### src/rtl/arb_pkg.sv
// Shared types for the instruction/data memory-port arbiter: requester IDs and
// the response tag that travels alongside each in-flight read.
package arb_pkg;

  typedef enum logic {
    SRC_IF = 1'b0,
    SRC_D  = 1'b1
  } arb_src_e;

  typedef struct packed {
    logic     valid;
    arb_src_e src;
  } arb_tag_t;

  localparam int ARB_MAX_RD_LATENCY = 4;

  localparam arb_tag_t ARB_TAG_IDLE = '{valid: 1'b0, src: SRC_IF};

endpackage

### src/rtl/arb_resp_pipe.sv
// Response-tag delay line: one tag enters per cycle and emerges DEPTH cycles
// later, so read data can be steered back to whoever issued the read.
module arb_resp_pipe
  import arb_pkg::*;
#(
  parameter int DEPTH = 1
) (
  input  logic clk,
  input  logic rst,
  input  logic i_valid,
  input  logic i_src,
  output logic o_valid,
  output logic o_src,
  output logic o_busy
);

  arb_tag_t r_stage [DEPTH];
  logic     w_anyValid;

  always_ff @(posedge clk) begin
    if (rst) begin
      for (int i = 0; i < DEPTH; i++) r_stage[i] <= ARB_TAG_IDLE;
    end else begin
      r_stage[0] <= '{valid: i_valid, src: arb_src_e'(i_src)};
      for (int i = 1; i < DEPTH; i++) r_stage[i] <= r_stage[i-1];
    end
  end

  // Any valid tag, including the one at the output stage, means a read is still owed.
  always_comb begin
    w_anyValid = 1'b0;
    for (int i = 0; i < DEPTH; i++) w_anyValid = w_anyValid | r_stage[i].valid;
  end

  assign o_valid = r_stage[DEPTH-1].valid;
  assign o_src   = r_stage[DEPTH-1].src;
  assign o_busy  = w_anyValid;

endmodule

### src/rtl/mem_port_arbiter.sv
// Shares one single-port synchronous RAM between instruction fetch and data;
// data wins ties unless fetch has been starved for STARVE_LIMIT grants.
module mem_port_arbiter
  import arb_pkg::*;
#(
  parameter int ADDR_W       = 32,
  parameter int DATA_W       = 32,
  parameter int RD_LATENCY   = 1,
  parameter int STARVE_LIMIT = 4
) (
  input  logic                clk,
  input  logic                rst,
  input  logic                if_req,
  input  logic [ADDR_W-1:0]   if_addr,
  output logic                if_gnt,
  output logic                if_rvalid,
  output logic [DATA_W-1:0]   if_rdata,
  input  logic                d_req,
  input  logic                d_we,
  input  logic [ADDR_W-1:0]   d_addr,
  input  logic [DATA_W-1:0]   d_wdata,
  input  logic [DATA_W/8-1:0] d_be,
  output logic                d_gnt,
  output logic                d_rvalid,
  output logic [DATA_W-1:0]   d_rdata,
  output logic                mem_en,
  output logic                mem_we,
  output logic [ADDR_W-1:0]   mem_addr,
  output logic [DATA_W-1:0]   mem_wdata,
  output logic [DATA_W/8-1:0] mem_be,
  input  logic [DATA_W-1:0]   mem_rdata,
  output logic                busy
);

  localparam int         BE_W  = DATA_W / 8;
  localparam logic [3:0] LIMIT = 4'(STARVE_LIMIT);

  logic [3:0] r_starveCnt;
  logic       w_ifGnt;
  logic       w_dGnt;
  logic       w_rdAccept;
  logic       w_tagValid;
  logic       w_tagSrc;
  logic       w_busy;

  // Reset blocks every grant so nothing reaches the RAM while rst is high.
  always_comb begin
    w_ifGnt = 1'b0;
    w_dGnt  = 1'b0;
    if (!rst) begin
      if (if_req && (!d_req || r_starveCnt == LIMIT)) w_ifGnt = 1'b1;
      else if (d_req)                                 w_dGnt  = 1'b1;
    end
  end

  assign if_gnt = w_ifGnt;
  assign d_gnt  = w_dGnt;

  always_ff @(posedge clk) begin
    if (rst) begin
      r_starveCnt <= 4'd0;
    end else if (w_ifGnt || !if_req) begin
      r_starveCnt <= 4'd0;
    end else if (w_dGnt && r_starveCnt != LIMIT) begin
      r_starveCnt <= r_starveCnt + 4'd1;
    end
  end

  always_comb begin
    mem_en    = 1'b0;
    mem_we    = 1'b0;
    mem_addr  = '0;
    mem_wdata = '0;
    mem_be    = '0;
    if (w_ifGnt) begin
      mem_en   = 1'b1;
      mem_addr = if_addr;
      mem_be   = {BE_W{1'b1}};
    end else if (w_dGnt) begin
      mem_en    = 1'b1;
      mem_we    = d_we;
      mem_addr  = d_addr;
      mem_wdata = d_wdata;
      mem_be    = d_we ? d_be : {BE_W{1'b1}};
    end
  end

  // A fetch grant is always a read; the source bit is simply "data was granted".
  assign w_rdAccept = w_ifGnt | (w_dGnt & ~d_we);

  arb_resp_pipe #(
    .DEPTH (RD_LATENCY)
  ) u_respPipe (
    .clk     (clk),
    .rst     (rst),
    .i_valid (w_rdAccept),
    .i_src   (w_dGnt),
    .o_valid (w_tagValid),
    .o_src   (w_tagSrc),
    .o_busy  (w_busy)
  );

  assign if_rvalid = !rst && w_tagValid && (w_tagSrc == SRC_IF);
  assign d_rvalid  = !rst && w_tagValid && (w_tagSrc == SRC_D);
  assign if_rdata  = if_rvalid ? mem_rdata : '0;
  assign d_rdata   = d_rvalid  ? mem_rdata : '0;
  assign busy      = !rst && w_busy;

endmodule

### config.mk
export PLATFORM = sky130hd
export DESIGN_NAME = mem_port_arbiter
export DESIGN_NICKNAME = d
export VERILOG_FILES = /design/src/rtl/arb_pkg.sv /design/src/rtl/arb_resp_pipe.sv /design/src/rtl/mem_port_arbiter.sv
export SDC_FILE = /design/constraint.sdc
export NUM_CORES = 1
export LEC_CHECK = 0
export ABC_AREA = 1
export BUFFER_PORTS_ARGS = -buffer_cell sky130_fd_sc_hd__buf_2
export CAP_MARGIN = 15
export CORE_AREA = 2 2 107 109
export CTS_CLUSTER_DIAMETER = 150
export DETAILED_ROUTE_END_ITERATION = 7
export DIE_AREA = 0 0 109 111
export PLACE_DENSITY = 0.51
export SLEW_MARGIN = 30
export SYNTH_ARGS = -nofsm -noshare
export SYNTH_HDL_FRONTEND = slang
export SYNTH_SLANG_ARGS = --single-unit
### constraint.sdc
create_clock -name clk -period 1.75 [get_ports clk]
set_input_delay 0.0875 -clock clk [delete_from_list [all_inputs] [get_ports clk]]
set_output_delay 0.0875 -clock clk [all_outputs]
set_load 0.02 [all_outputs]
==> impl_metrics.py <==
metrics = {
    "die": {
        "die_area_mm2": 0.0121,
        "die_h_um": 111,
        "ios": 276,
        "initial_utilization": 0.137,
        "rows": 39,
        "die_w_um": 109,
        "core_area_mm2": 0.0111,
    },
    "routing": {
        "drcViolationCount": 0,
        "viasPerCell": 3.86,
        "num_vias": 2910,
        "dr.pass1.iters": 4,
        "wl_per_cell_um": 11.5,
        "drtAntennaViolNets": 0,
        "wirelength_um": 8660,
        "dr.first_iter.drc_count": 121,
    },
    "synth": {
        "ys_seq_elements": 6,
        "synth_area_leaders": "nor2_1, nand3_1, inv_1",
        "async_flop_share": 0,
        "syn_inst": 336,
        "ys_top_cells_by_count": "nor2_1, inv_1, nand3_1",
        "ys_warn_count": 0,
        "netlist.area_leader.share": 0.268,
        "yosysMostFrequentCell": "nor2_1",
        "syn_nets": 475,
        "syn_area_mm2": 0.00152,
        "ys_seq_area_frac": 0.0793,
        "yosysTopAreaCell": "nor2_1",
        "synth_edf_count": 0,
        "syn-mean-instance-area_um2": 4.51,
        "ys.flop_type": "dfxtp_1",
        "synth.distinct_cells": 16,
    },
    "pwr": {
        "internal_power_uw": 778,
        "total_power_mw": 1.27,
        "power.switching_uw": 488,
        "peakVddDrop_uv": 293,
        "swShare": 0.386,
        "p_comb_frac": 0.596,
        "power.density_mw_per_mm2": 351,
        "seqPwrFrac": 0.114,
        "clkPwrFrac": 0.290,
        "p_leak_nw": 2.51,
    },
    "cts": {
        "cts_tree": "done",
        "cts-root-buf": "clkbuf_16",
        "cts.path.max_buffers": 2,
        "hold_buffers": 0,
        "cts_inserted_buffers": 3,
        "clkTransAtPathRegs_ps": 30,
        "cts-htree-levels": 1,
        "cts_num_sinks": 6,
        "clk_latency_ps": 230,
    },
    "sta": {
        "layout_min_cycle_time_ps": 1700,
        "timing.fmax_ghz": 0.587,
        "finalHoldViolCount": 0,
        "setup_viol": 0,
        "final-max-slew-violation-count": 0,
        "hold_ws_ps": 75.9,
        "skew_ps": 2.58,
        "final.setup.tns_ps": 0,
        "maxSlewHeadroom": 0.769,
        "grt_setup_unrepaired": "true",
        "final.period_utilization": 0.974,
        "worst_slew_pin_slew_ps": 347,
    },
    "setup_path": {
        "arrival_ps": 1620,
        "start_kind": "flip-flop",
        "cp_data_required_time_ps": 1660,
        "worstSetupEndpointType": "primary output",
        "critPathMaxFanout": 7,
        "critPathKind": "flip-flop to primary output",
    },
    "global_route": {
        "antenna_found_initial": 0,
        "grt_pass1_wl_um": 12700,
        "grt_pass1_vias": 2587,
        "grt_overflow": 0,
        "grt_max_degree": 42,
        "grt_use_total": 0.129,
    },
    "placement": {
        "gp_congestion": 0.799,
        "numPortBuffers": 275,
        "placed_area_mm2": 0.00309,
        "dp_hpwl_um": 6370,
    },
    "worst_hold_path": {
        "hold_class": "primary input to flip-flop",
    },
    "finish": {
        "design_area_mm2": 0.00360,
        "num_antenna_cells": 0,
        "final_util": 0.325,
        "drive_gt1_frac": 0.526,
        "final_nets": 751,
        "area_growth_pct": 138,
    },
    "outcome": {
        "status": "finished clean",
    },
    "run": {
        "max_cap_violations": 0,
    },
}
-- cell families after synthesis --
kind of cell,Yosys count,synth area share
AOI/OAI and AO/OA,7,0.0322
xor gates and xnor gates,1,0.00578
adders and majority gates,2,0.0165
buffers and inverters,102,0.266
DFF,6,0.0793
and+or+nand+nor,218,0.600
-- worst paths after layout --
check                               startpoint                       end  slack (ps)  depth (start not counted)
worst max-delay path            r_starveCnt[0]                 mem_be[0]          50                          9
worst min-delay path                      d_we  u_respPipe.r_stage[0][1]          80                          2
worst max register to register  r_starveCnt[0]            r_starveCnt[3]         320                          9
worst min register to register  r_starveCnt[0]            r_starveCnt[0]         520                          2
-- registers in the layout, summed over array words and instances (netlist names) --
register            count
u_respPipe.r_stage      2
r_starveCnt             4
-- through the flow --
stage               setup slack [ps]  cells
floorplan                        164    336
global placement                 137    740
detailed placement               124    740
CTS                            0.871    755
global route                   -47.2    753
finish                          46.1    753
-- critical path: stages, from the launching register on --
cell	delay [ps]
dfxtp_2	310
inv_2	70
ha_4	160
nand2_4	60
o21ai_4	200
buf_6	140
buf_12	110
nand2_4	70
o21ai_1	100
buf_4	160
-- power groups by stage --
stage | combinational (mW) | sequential (mW) | clock, mW
after floorplan | 0.329 | 0.145 | 0
after global placement | 0.634 | 0.146 | 0
after detailed placement | 0.634 | 0.146 | 0
after CTS | 0.731 | 0.144 | 0.385
after global routing | 0.817 | 0.144 | 0.390
final | 0.755 | 0.144 | 0.367
-- layout by cell type (no fill, tap or decap) --
master     synthesis  final
nand2_2            0      5
buf_16             0      1
inv_2              0      2
o21ai_2            0      1
clkinv_1           1      1
o21ai_1            2      3
nand3_1           66     58
ha_4               0      1
o21ai_4            1      1
ha_1               2      1
nand3_2            0      8
nand4_4            0      1
buf_6              0     24
xnor2_1            1      1
nor2_1           108    107
nand2_1           43     36
o21bai_1           1      1
buf_2              7    240
dfxtp_1            6      3
nand2_4            0      2
nor2_2             0      1
clkbuf_16          0      4
buf_12             0      9
dfxtp_2            0      3
o21ai_0            3      1
inv_1             79     77
buf_4              3     18
-- routing by layer --
layer,vias to the layer above,share of wire,GRT usage,wire [µm]
met5,-,0,0,0
met4,0,0.0046,0.00855,40
met3,4,0.076,0.0288,654
met2,131,0.50,0.233,4320
met1,1237,0.42,0.162,3650
li1,1538,-,-,-
-- layout make-up --
class	instances	area, µm²
Multi-Input combinational cell	228	1090
Fill cell	1237	7470
Timing Repair Buffer	293	1840
Clock buffer	3	75.1
Inverter	80	300
Sequential cell	6	124
Tap cell	143	179
-- what timing repair did --
| action | CTS | global route |
|---|---|---|
| endpoints found under the hold margin | 0 | 0 |
| cloned | 4 | 1 |
| endpoints found under the setup margin | 18 | 32 |
| buffers inserted | 8 | 0 |
| pin swaps | 3 | 12 |
| resized for setup | 45 | 46 |
(Power assumes the default switching activity.)
